<file path="src/rtl/mult_share_arbiter_if.sv">
// Requester and multiplier channels of mult_share_arbiter.
// The arbiter connects through the master view and the environment through the slave view.
interface mult_share_arbiter_if #(
    parameter int NUM_REQ = 4,
    parameter int A_BITS  = 130,
    parameter int B_BITS  = 128,
    parameter int P_BITS  = 258
);
    logic [NUM_REQ-1:0]        req_valid;
    logic [NUM_REQ-1:0]        req_ready;
    logic [NUM_REQ*A_BITS-1:0] req_a;
    logic [NUM_REQ*B_BITS-1:0] req_b;
    logic [NUM_REQ-1:0]        rsp_valid;
    logic [NUM_REQ-1:0]        rsp_ready;
    logic [P_BITS-1:0]         rsp_product;
    logic                      rsp_err;
    logic                      mul_start;
    logic [A_BITS-1:0]         mul_a;
    logic [B_BITS-1:0]         mul_b;
    logic [P_BITS-1:0]         mul_product;
    logic                      mul_busy;
    logic                      mul_done;

    modport master (
        input  req_valid, req_a, req_b, rsp_ready, mul_product, mul_busy, mul_done,
        output req_ready, rsp_valid, rsp_product, rsp_err, mul_start, mul_a, mul_b
    );

    modport slave (
        output req_valid, req_a, req_b, rsp_ready, mul_product, mul_busy, mul_done,
        input  req_ready, rsp_valid, rsp_product, rsp_err, mul_start, mul_a, mul_b
    );
endinterface

</file>
<file path="src/rtl/mult_share_arbiter.sv">
// Round-robin arbiter sharing one multiplier among NUM_REQ requesters, one operation
// at a time, with a completion watchdog and a completed-operation counter.
module mult_share_arbiter #(
    parameter int NUM_REQ        = 4,
    parameter int A_BITS         = 130,
    parameter int B_BITS         = 128,
    parameter int P_BITS         = 258,
    parameter int TIMEOUT_CYCLES = 255
) (
    input  logic                       clk,
    input  logic                       reset_n,
    mult_share_arbiter_if.master       bus,
    output logic [$clog2(NUM_REQ)-1:0] grant_id,
    output logic [15:0]                op_count
);
    localparam int          ID_W    = $clog2(NUM_REQ);
    localparam logic [15:0] WD_LAST = 16'(TIMEOUT_CYCLES - 1);

    typedef enum logic [1:0] {IDLE, ISSUE, WAIT, RESP} state_t;

    state_t            state;
    logic [ID_W-1:0]   last_grant;
    logic [ID_W-1:0]   next_idx;
    logic [ID_W-1:0]   cand;
    logic              found;
    logic [15:0]       wdog;
    logic [A_BITS-1:0] sel_a;
    logic [B_BITS-1:0] sel_b;

    // Search starts one past the last served requester and wraps, so the
    // requester just served has the lowest priority.
    always_comb begin
        found    = 1'b0;
        next_idx = '0;
        cand     = '0;
        for (int unsigned k = 1; k <= NUM_REQ; k++) begin
            cand = ID_W'((32'(last_grant) + k) % NUM_REQ);
            if (!found && bus.req_valid[cand]) begin
                found    = 1'b1;
                next_idx = cand;
            end
        end
    end

    assign sel_a = bus.req_a[32'(next_idx)*A_BITS +: A_BITS];
    assign sel_b = bus.req_b[32'(next_idx)*B_BITS +: B_BITS];

    assign bus.req_ready = (reset_n && state == IDLE && found) ?
                           (NUM_REQ'(1) << next_idx) : '0;

    always_ff @(posedge clk or negedge reset_n) begin
        if (!reset_n) begin
            state           <= IDLE;
            last_grant      <= ID_W'(NUM_REQ - 1);
            grant_id        <= '0;
            wdog            <= '0;
            op_count        <= '0;
            bus.mul_start   <= 1'b0;
            bus.mul_a       <= '0;
            bus.mul_b       <= '0;
            bus.rsp_valid   <= '0;
            bus.rsp_product <= '0;
            bus.rsp_err     <= 1'b0;
        end else begin
            bus.mul_start <= 1'b0;
            unique case (state)
                IDLE: begin
                    if (found) begin
                        bus.mul_a <= sel_a;
                        bus.mul_b <= sel_b;
                        grant_id  <= next_idx;
                        state     <= ISSUE;
                    end
                end
                ISSUE: begin
                    if (!bus.mul_busy) begin
                        bus.mul_start <= 1'b1;
                        wdog          <= '0;
                        state         <= WAIT;
                    end
                end
                WAIT: begin
                    if (bus.mul_done) begin
                        bus.rsp_product <= bus.mul_product;
                        bus.rsp_err     <= 1'b0;
                        bus.rsp_valid   <= NUM_REQ'(1) << grant_id;
                        state           <= RESP;
                    end else if (wdog == WD_LAST) begin
                        bus.rsp_product <= {P_BITS{1'b0}};
                        bus.rsp_err     <= 1'b1;
                        bus.rsp_valid   <= NUM_REQ'(1) << grant_id;
                        state           <= RESP;
                    end else begin
                        wdog <= wdog + 16'd1;
                    end
                end
                RESP: begin
                    if (bus.rsp_ready[grant_id]) begin
                        bus.rsp_valid <= '0;
                        last_grant    <= grant_id;
                        op_count      <= op_count + 16'd1;
                        state         <= IDLE;
                    end
                end
                default: state <= IDLE;
            endcase
        end
    end
endmodule

</file>
<file path="src/flat_wrapper.sv">
// flat-port wrapper written by rule: the top's interface ports become plain ports
module mult_share_arbiter_flat 
#(
    parameter int NUM_REQ        = 4,
    parameter int A_BITS         = 130,
    parameter int B_BITS         = 128,
    parameter int P_BITS         = 258,
    parameter int TIMEOUT_CYCLES = 255
)
  (clk, reset_n, grant_id, op_count, bus_req_valid, bus_req_a, bus_req_b, bus_rsp_ready, bus_mul_product, bus_mul_busy, bus_mul_done, bus_req_ready, bus_rsp_valid, bus_rsp_product, bus_rsp_err, bus_mul_start, bus_mul_a, bus_mul_b);
  mult_share_arbiter_if #(.NUM_REQ(NUM_REQ), .A_BITS(A_BITS), .B_BITS(B_BITS), .P_BITS(P_BITS)) bus_i ();
  input  logic clk;
  input  logic reset_n;
  output logic [$clog2(NUM_REQ)-1:0] grant_id;
  output logic [15:0] op_count;
  input wire logic [$bits(bus_i.req_valid)-1:0] bus_req_valid;
  input wire logic [$bits(bus_i.req_a)-1:0] bus_req_a;
  input wire logic [$bits(bus_i.req_b)-1:0] bus_req_b;
  input wire logic [$bits(bus_i.rsp_ready)-1:0] bus_rsp_ready;
  input wire logic [$bits(bus_i.mul_product)-1:0] bus_mul_product;
  input wire logic [$bits(bus_i.mul_busy)-1:0] bus_mul_busy;
  input wire logic [$bits(bus_i.mul_done)-1:0] bus_mul_done;
  output wire logic [$bits(bus_i.req_ready)-1:0] bus_req_ready;
  output wire logic [$bits(bus_i.rsp_valid)-1:0] bus_rsp_valid;
  output wire logic [$bits(bus_i.rsp_product)-1:0] bus_rsp_product;
  output wire logic [$bits(bus_i.rsp_err)-1:0] bus_rsp_err;
  output wire logic [$bits(bus_i.mul_start)-1:0] bus_mul_start;
  output wire logic [$bits(bus_i.mul_a)-1:0] bus_mul_a;
  output wire logic [$bits(bus_i.mul_b)-1:0] bus_mul_b;
  assign bus_i.req_valid = bus_req_valid;
  assign bus_i.req_a = bus_req_a;
  assign bus_i.req_b = bus_req_b;
  assign bus_i.rsp_ready = bus_rsp_ready;
  assign bus_i.mul_product = bus_mul_product;
  assign bus_i.mul_busy = bus_mul_busy;
  assign bus_i.mul_done = bus_mul_done;
  assign bus_req_ready = bus_i.req_ready;
  assign bus_rsp_valid = bus_i.rsp_valid;
  assign bus_rsp_product = bus_i.rsp_product;
  assign bus_rsp_err = bus_i.rsp_err;
  assign bus_mul_start = bus_i.mul_start;
  assign bus_mul_a = bus_i.mul_a;
  assign bus_mul_b = bus_i.mul_b;
  mult_share_arbiter #(.NUM_REQ(NUM_REQ), .A_BITS(A_BITS), .B_BITS(B_BITS), .P_BITS(P_BITS), .TIMEOUT_CYCLES(TIMEOUT_CYCLES)) u_core (.clk(clk), .reset_n(reset_n), .bus(bus_i), .grant_id(grant_id), .op_count(op_count));
endmodule
</file>
<file path="config.mk">
export PLATFORM = sky130hd
export DESIGN_NAME = mult_share_arbiter_flat
export DESIGN_NICKNAME = d
export VERILOG_FILES = /design/src/rtl/mult_share_arbiter_if.sv /design/src/rtl/mult_share_arbiter.sv /design/src/flat_wrapper.sv
export SDC_FILE = /design/constraint.sdc
export NUM_CORES = 1
export LEC_CHECK = 0
export CORE_AREA = 4 4 716 718
export CTS_CLUSTER_SIZE = 8
export DETAILED_ROUTE_END_ITERATION = 10
export DIE_AREA = 0 0 720 722
export PLACE_DENSITY = 0.3
export SYNTH_ARGS = -nofsm -noshare
export SYNTH_HDL_FRONTEND = slang
export SYNTH_SLANG_ARGS = --single-unit
export TNS_END_PERCENT = 30
</file>
<file path="constraint.sdc">
create_clock -name clk -period 2.8 [get_ports clk]
set_clock_uncertainty 0.2 [all_clocks]
set_input_delay 0.56 -clock clk [delete_from_list [all_inputs] [get_ports clk]]
set_output_delay 0.56 -clock clk [all_outputs]
set_load 0.01 [all_outputs]
</file>
==> results of run 1 <==
[synthesized netlist by cell type, drive strengths merged]
master   instances  area [sq um]
nor4b            1          8.76
a32o             1          10.0
clkbuf         154           604
xor2             2          17.5
nor4             1          6.26
o21ai            6          30.0
or4              1          7.51
and3             5          31.3
a22o           263          2300
a21o             1          7.51
nor2           282          1060
inv              6          22.5
a211oi         518          5810
nand2          283          1060
or3              3          18.8
dfstp            2          52.6
nand2b           6          37.5
dfrtp          558         14000
mux2             4          45.0
a2111oi          1          10.0
xnor2           23           201
a21bo            1          10.0
or2              1          6.26
mux4             1          22.5
buf            140          1030
nor3           267          1340
nand4            3          18.8
a211o            1          8.76
ha               7          87.6
and4             5          43.8
nor2b            2          12.5
a31o             1          8.76
nand3b           1          7.51
o31ai            3          22.5
nor3b            2          15.0
mux2i          261          2610
a22oi            2          15.0
a21oi            7          42.5
nand3           14          70.1
and2             4          25.0
a31oi            1          6.26
[kinds of logic after synthesis]
family	after synthesis	share of synthesized area
xor gates and xnor gates	25	0.00713
buffers and inverters	300	0.0540
DFF	560	0.456
muxes	266	0.0873
adders and majority gates	7	0.00285
AOI/OAI and AO/OA	806	0.270
and+or+nand+nor	881	0.123
[layout make-up]
class / count / area, sq um / share of cell area
clock buffer: 136 / 2790 / 0.0429
inverter: 6 / 22.5 / 0.000347
tap: 6706 / 8390 / 0.129
clock inverter: 22 / 268 / 0.00412
multi-input combinational: 1985 / 16300 / 0.251
timing repair buffer: 2237 / 23100 / 0.355
antenna: 46 / 115 / 0.00177
sequential: 560 / 14000 / 0.216
[flip-flops by register name, indices dropped and copies added (netlist names)]
name	flops
u_core.grant_id	2
u_core.bus.rsp_err	1
u_core.wdog	16
u_core.state	2
u_core.bus.mul_a	130
u_core.bus.rsp_valid	4
u_core.last_grant	2
u_core.bus.rsp_product	258
u_core.bus.mul_start	1
u_core.bus.mul_b	128
u_core.op_count	16
[worst max-delay path, delay by kind of cell]
| kind | cells | cell delay, ps |
|---|---|---|
| buf+inv | 6 | 1330 |
| simple gates | 4 | 830 |
| compound gates | 1 | 80 |
[layer usage]
layer | GRT usage | part of all wire | up-vias
li1 | - | - | 14700
met1 | 0.150 | 0.35 | 17400
met2 | 0.272 | 0.53 | 1589
met3 | 0.0500 | 0.084 | 553
met4 | 0.0365 | 0.031 | 130
met5 | 0 | 0.0022 | -
[worst paths after layout]
check / to / slack (ps) / depth (start not counted)
worst max-delay path: bus_req_ready[2] / -780 / 11
worst min-delay path: u_core.bus.mul_a[34]$_DFFE_PN0P_ / 90 / 4
worst max register to register: u_core.bus.mul_a[102]$_DFFE_PN0P_ / -710 / 16
worst min register to register: u_core.bus.rsp_product[74]$_DFFE_PN0P_ / 300 / 1
max in group asynchronous: u_core.bus.mul_b[49]$_DFFE_PN0P_ / 1170 / 4
min in group clk: u_core.bus.rsp_product[97]$_DFFE_PN0P_ / 130 / 2
[what timing repair did]
action | CTS | global route
hold buffers | 26 | 1
setup endpoints to repair | 387 | 382
resized for setup | 198 | 169
cloned | 19 | 4
hold endpoints to repair | 124 | 1
buffers inserted | 23 | 26
pin swaps | 43 | 182
[where the power goes]
part           total, mW  internal [mW]  switching (mW)
sequential          14.8           11.9            2.89
combinational       40.0           16.7            23.3
clock               12.3           7.22            5.07
[through the flow]
stage               instances   util  setup TNS, ps  hold slack [ps]
finish                  11700  0.129        -106260             93.2
global route            11700  0.128        -129360             50.4
CTS                     11600  0.126         -85200            0.924
detailed placement      11400  0.116        -267500              281
global placement        11400  0.116        -280730              282
floorplan                2845      -              0             64.4
==> impl_metrics.tcl, run 1 <==
set metrics [dict create \
    crit_path_max_fanout 5 \
    reg2reg_from "u_core.last_grant[1]$_DFFE_PN1P_" \
    mostFrequentLayoutCells "clkdlybuf4s50_1 (1744), dfrtp_1 (558), a211oi_2 (320)" \
    crit_type "in2out" \
    final_nets 6197 \
    critPathCaptureType "output port" \
    root_buffer "clkbuf_16" \
    clk_latency_ps 830 \
    fillCellCount 57300 \
    grt_max_degree 102 \
    drt-pass1-iter-count 7 \
    drt-initial-drc-count 1838 \
    slew_headroom 0.328 \
    vias 34400 \
    ys_seq_elements 560 \
    final_common_cell "clkdlybuf4s50_1" \
    cp_slowest_stage_delay_ps 550 \
    start_util 0.0608 \
    synthesis.area_sq_um 30700 \
    placed_area_sq_um 58700 \
    grt-ovfl-total 0 \
    drc 0 \
    post-place-ws_ps -1500 \
    syn_inst 2845 \
    path_cells "clkdlybuf4s50_1 -> buf_4 -> nand2b_1 -> a21oi_1 -> buf_4 -> or3_4 -> buf_6 -> nor2_4 -> and3_4 -> buf_12 -> buf_6" \
    hold_class "in2async" \
    coreArea_sq_um 505000 \
    yosys_warnings 0 \
    power.density_nw_per_um2 1030 \
    die_h_um 722 \
    hold_viol 0 \
    critPathLaunch "bus_req_valid[0]" \
    drive_gt1_frac 0.218 \
    crit_required_ps 2040 \
    port_buffers 1845 \
    htreeDepth 3 \
    wl_um 391000 \
    setup_viol 283 \
    yosysSeqAreaShare 0.456 \
    die_area_sq_um 520000 \
    dp_hpwl_um 330000 \
    maxSlewViolCount 0 \
    cts_buffers 98 \
    row_count 261 \
    max_freq_mhz 279 \
    final_antenna_net_count 0 \
    syn_avg_cell_area_sq_um 10.8 \
    violations "setup timing" \
    wl_per_cell_um 33.4 \
    ir_drop_v 0.000435 \
    fin_crit_sh 1.28 \
    syn_nets 4154 \
    status "finished with violations" \
    fin_crit_ps 3580 \
    rsz0062_at_grt "true" \
    worstPathArrival_ps 2820 \
    antenna_found_initial 203 \
    leakage_nw 23.9 \
    grt_pass1_vias 36400 \
    pin_count 1846 \
    clock_sinks 560 \
    fp.dieW_um 720 \
    clockBufferDepth 4 \
    track_usage 0.144 \
    yosysUniqueCellTypes 47 \
    clkSlewWorstSetupHoldPaths_ps 50 \
    fin_ws_ps -780 \
    worst_slew_pin_slew_ps 1010 \
    via_per_inst 2.94 \
    fin_area_sq_um 65000 \
    max_cap_violations 0 \
    p_total_mw 67.1 \
    area.growth.synth_to_final_pct 112 \
    grt_pass1_wl_um 476000 \
    crit_slowest_cell "clkdlybuf4s50_1" \
    cts_tree "built" \
    gp_congestion 0.948 \
    crit_path_start_kind "input pin" \
]
(Power assumes the default switching activity.)
==> run 2, diff against run 1 <==
Settings changed: SETUP_SLACK_MARGIN set to 0.02.
==> impl_metrics.tcl, run 2 (synthesized netlist as in run 1, its figures left out) <==
set metrics [dict create \
    drive_gt1_frac 0.218 \
    setup_tns_ps -105120 \
    drt-initial-drc-count 1727 \
    seqPwrFrac 0.220 \
    clock_sinks 560 \
    grt_pass1_vias 36400 \
    hold_class "in2async" \
    drt-pass1-iter-count 7 \
    pin_count 1846 \
    critPathCaptureType "output port" \
    power.density_nw_per_um2 1030 \
    max_cap_violations 0 \
    area.growth.synth_to_final_pct 112 \
    worst_r2r_path_depth 16 \
    p_total_mw 67.3 \
    max_freq_mhz 280 \
    row_count 261 \
    mostFrequentLayoutCells "clkdlybuf4s50_1 (1745), dfrtp_1 (558), a211oi_2 (319)" \
    dp_hpwl_um 330000 \
    reg2reg_from "u_core.last_grant[1]$_DFFE_PN1P_" \
    coreArea_sq_um 505000 \
    track_usage 0.144 \
    crit_cells 11 \
    cts_tree "built" \
    p_int_mw 36.0 \
    vias 34400 \
    die_area_sq_um 520000 \
    worst_slew_pin_slew_ps 993 \
    combPwrFrac 0.597 \
    crit_family "buffers and inverters" \
    hold_viol 0 \
    post-place-ws_ps -1500 \
    die_h_um 722 \
    setup_viol 286 \
    reg_top3 "u_core.bus.rsp_product (258), u_core.bus.mul_a (130), u_core.bus.mul_b (128)" \
    cp_slowest_stage_delay_ps 550 \
    fp.dieW_um 720 \
    crit_path_start_kind "input pin" \
    cp_num_buf_inv 6 \
    fin_crit_ps 3570 \
    ir_drop_v 0.000435 \
    fin_util 0.129 \
    maxSlewViolCount 0 \
    crit_type "in2out" \
    sw_frac_of_total 0.465 \
    grt-ovfl-total 0 \
    antenna_found_initial 200 \
    htreeDepth 3 \
    regMostFlops "u_core.bus.rsp_product" \
    wl_um 391000 \
    final_common_cell "clkdlybuf4s50_1" \
    crit_slowest_cell "clkdlybuf4s50_1" \
    clk_latency_ps 830 \
    fin_ws_ps -769 \
    slew_headroom 0.338 \
    grt_max_degree 102 \
    gp_congestion 0.948 \
    clkSlewWorstSetupHoldPaths_ps 50 \
    final_nets 6203 \
    fin_crit_sh 1.27 \
    clockBufferDepth 4 \
    path_cells "clkdlybuf4s50_1 -> buf_4 -> nand2b_1 -> a21oi_1 -> buf_4 -> or3_4 -> buf_6 -> nor2_4 -> and3_4 -> buf_12 -> buf_6" \
    crit_path_max_fanout 5 \
    final_antenna_net_count 0 \
    status "finished with violations" \
    leakage_nw 23.9 \
    largest_register_ff_count 258 \
    via_per_inst 2.94 \
    crit_required_ps 2040 \
    root_buffer "clkbuf_16" \
    r2r_setup_slack_ps -690 \
    cts_buffers 98 \
    grt_pass1_wl_um 477000 \
    worstPathArrival_ps 2810 \
    p_clk_frac 0.183 \
    rsz0062_at_grt "true" \
    start_util 0.0608 \
    netSwitchingPower_mw 31.3 \
    port_buffers 1845 \
    wl_per_cell_um 33.5 \
    violations "setup timing" \
    drc 0 \
    critPathLaunch "bus_req_valid[0]" \
]
## run 2: routing by layer
metal / wire length (um) / GRT usage
met1: 138000 / 0.150
met2: 208000 / 0.273
met3: 32700 / 0.0494
met4: 12200 / 0.0371
met5: 882 / 0
## run 2: final cells by class
| cell class | instances | area [sq um] |
|---|---|---|
| diodes | 40 | 100 |
| clock buffers | 136 | 2790 |
| clock inverters | 22 | 268 |
| fillers | 57200 | 440000 |
| inverters | 6 | 22.5 |
| multi-input cells | 1985 | 16300 |
| flip-flops and latches | 560 | 14000 |
| well taps | 6706 | 8390 |
| repair buffers | 2243 | 23200 |
## run 2: stage by stage
step                area [sq um]  std cells  hold slack (ps)
detailed placement         58700      11400              281
CTS                        63700      11600            0.924
finish                     65100      11700             92.1
global route               65000      11700             50.4
global placement           58700      11400              282
floorplan                  30700       2845             64.4
## run 2: path summary, 6_finish.rpt
path | endpoint
min reg2reg | u_core.bus.rsp_product[74]$_DFFE_PN0P_
min | u_core.bus.mul_a[34]$_DFFE_PN0P_
max in group asynchronous | u_core.bus.mul_b[49]$_DFFE_PN0P_
max reg2reg | u_core.bus.mul_a[102]$_DFFE_PN0P_
max | bus_req_ready[2]
min in group clk | u_core.bus.rsp_product[97]$_DFFE_PN0P_
## run 2: power by group through the flow
stage          Combinational (mW)  Sequential, mW  Clock, mW
2_1_floorplan                12.3            15.6          0
3_3_place_gp                 38.1            15.0          0
3_5_place_dp                 38.0            15.0          0
4_1_cts                      40.6            14.9       13.0
5_1_grt                      42.6            15.3       13.1
6_report                     40.2            14.8       12.3
## run 2: what timing repair did
item | CTS | global route
pin swaps | 44 | 193
hold buffers | 26 | 1
endpoints found under the setup margin | 402 | 397
gates cloned | 20 | 4
buffers inserted | 25 | 29
hold endpoints to repair | 124 | 1
resized for setup | 206 | 174
## run 2: worst min-delay path: stages
cell    delay, ps
buf_8         160
buf_12        180
buf_12        250
buf_4         280
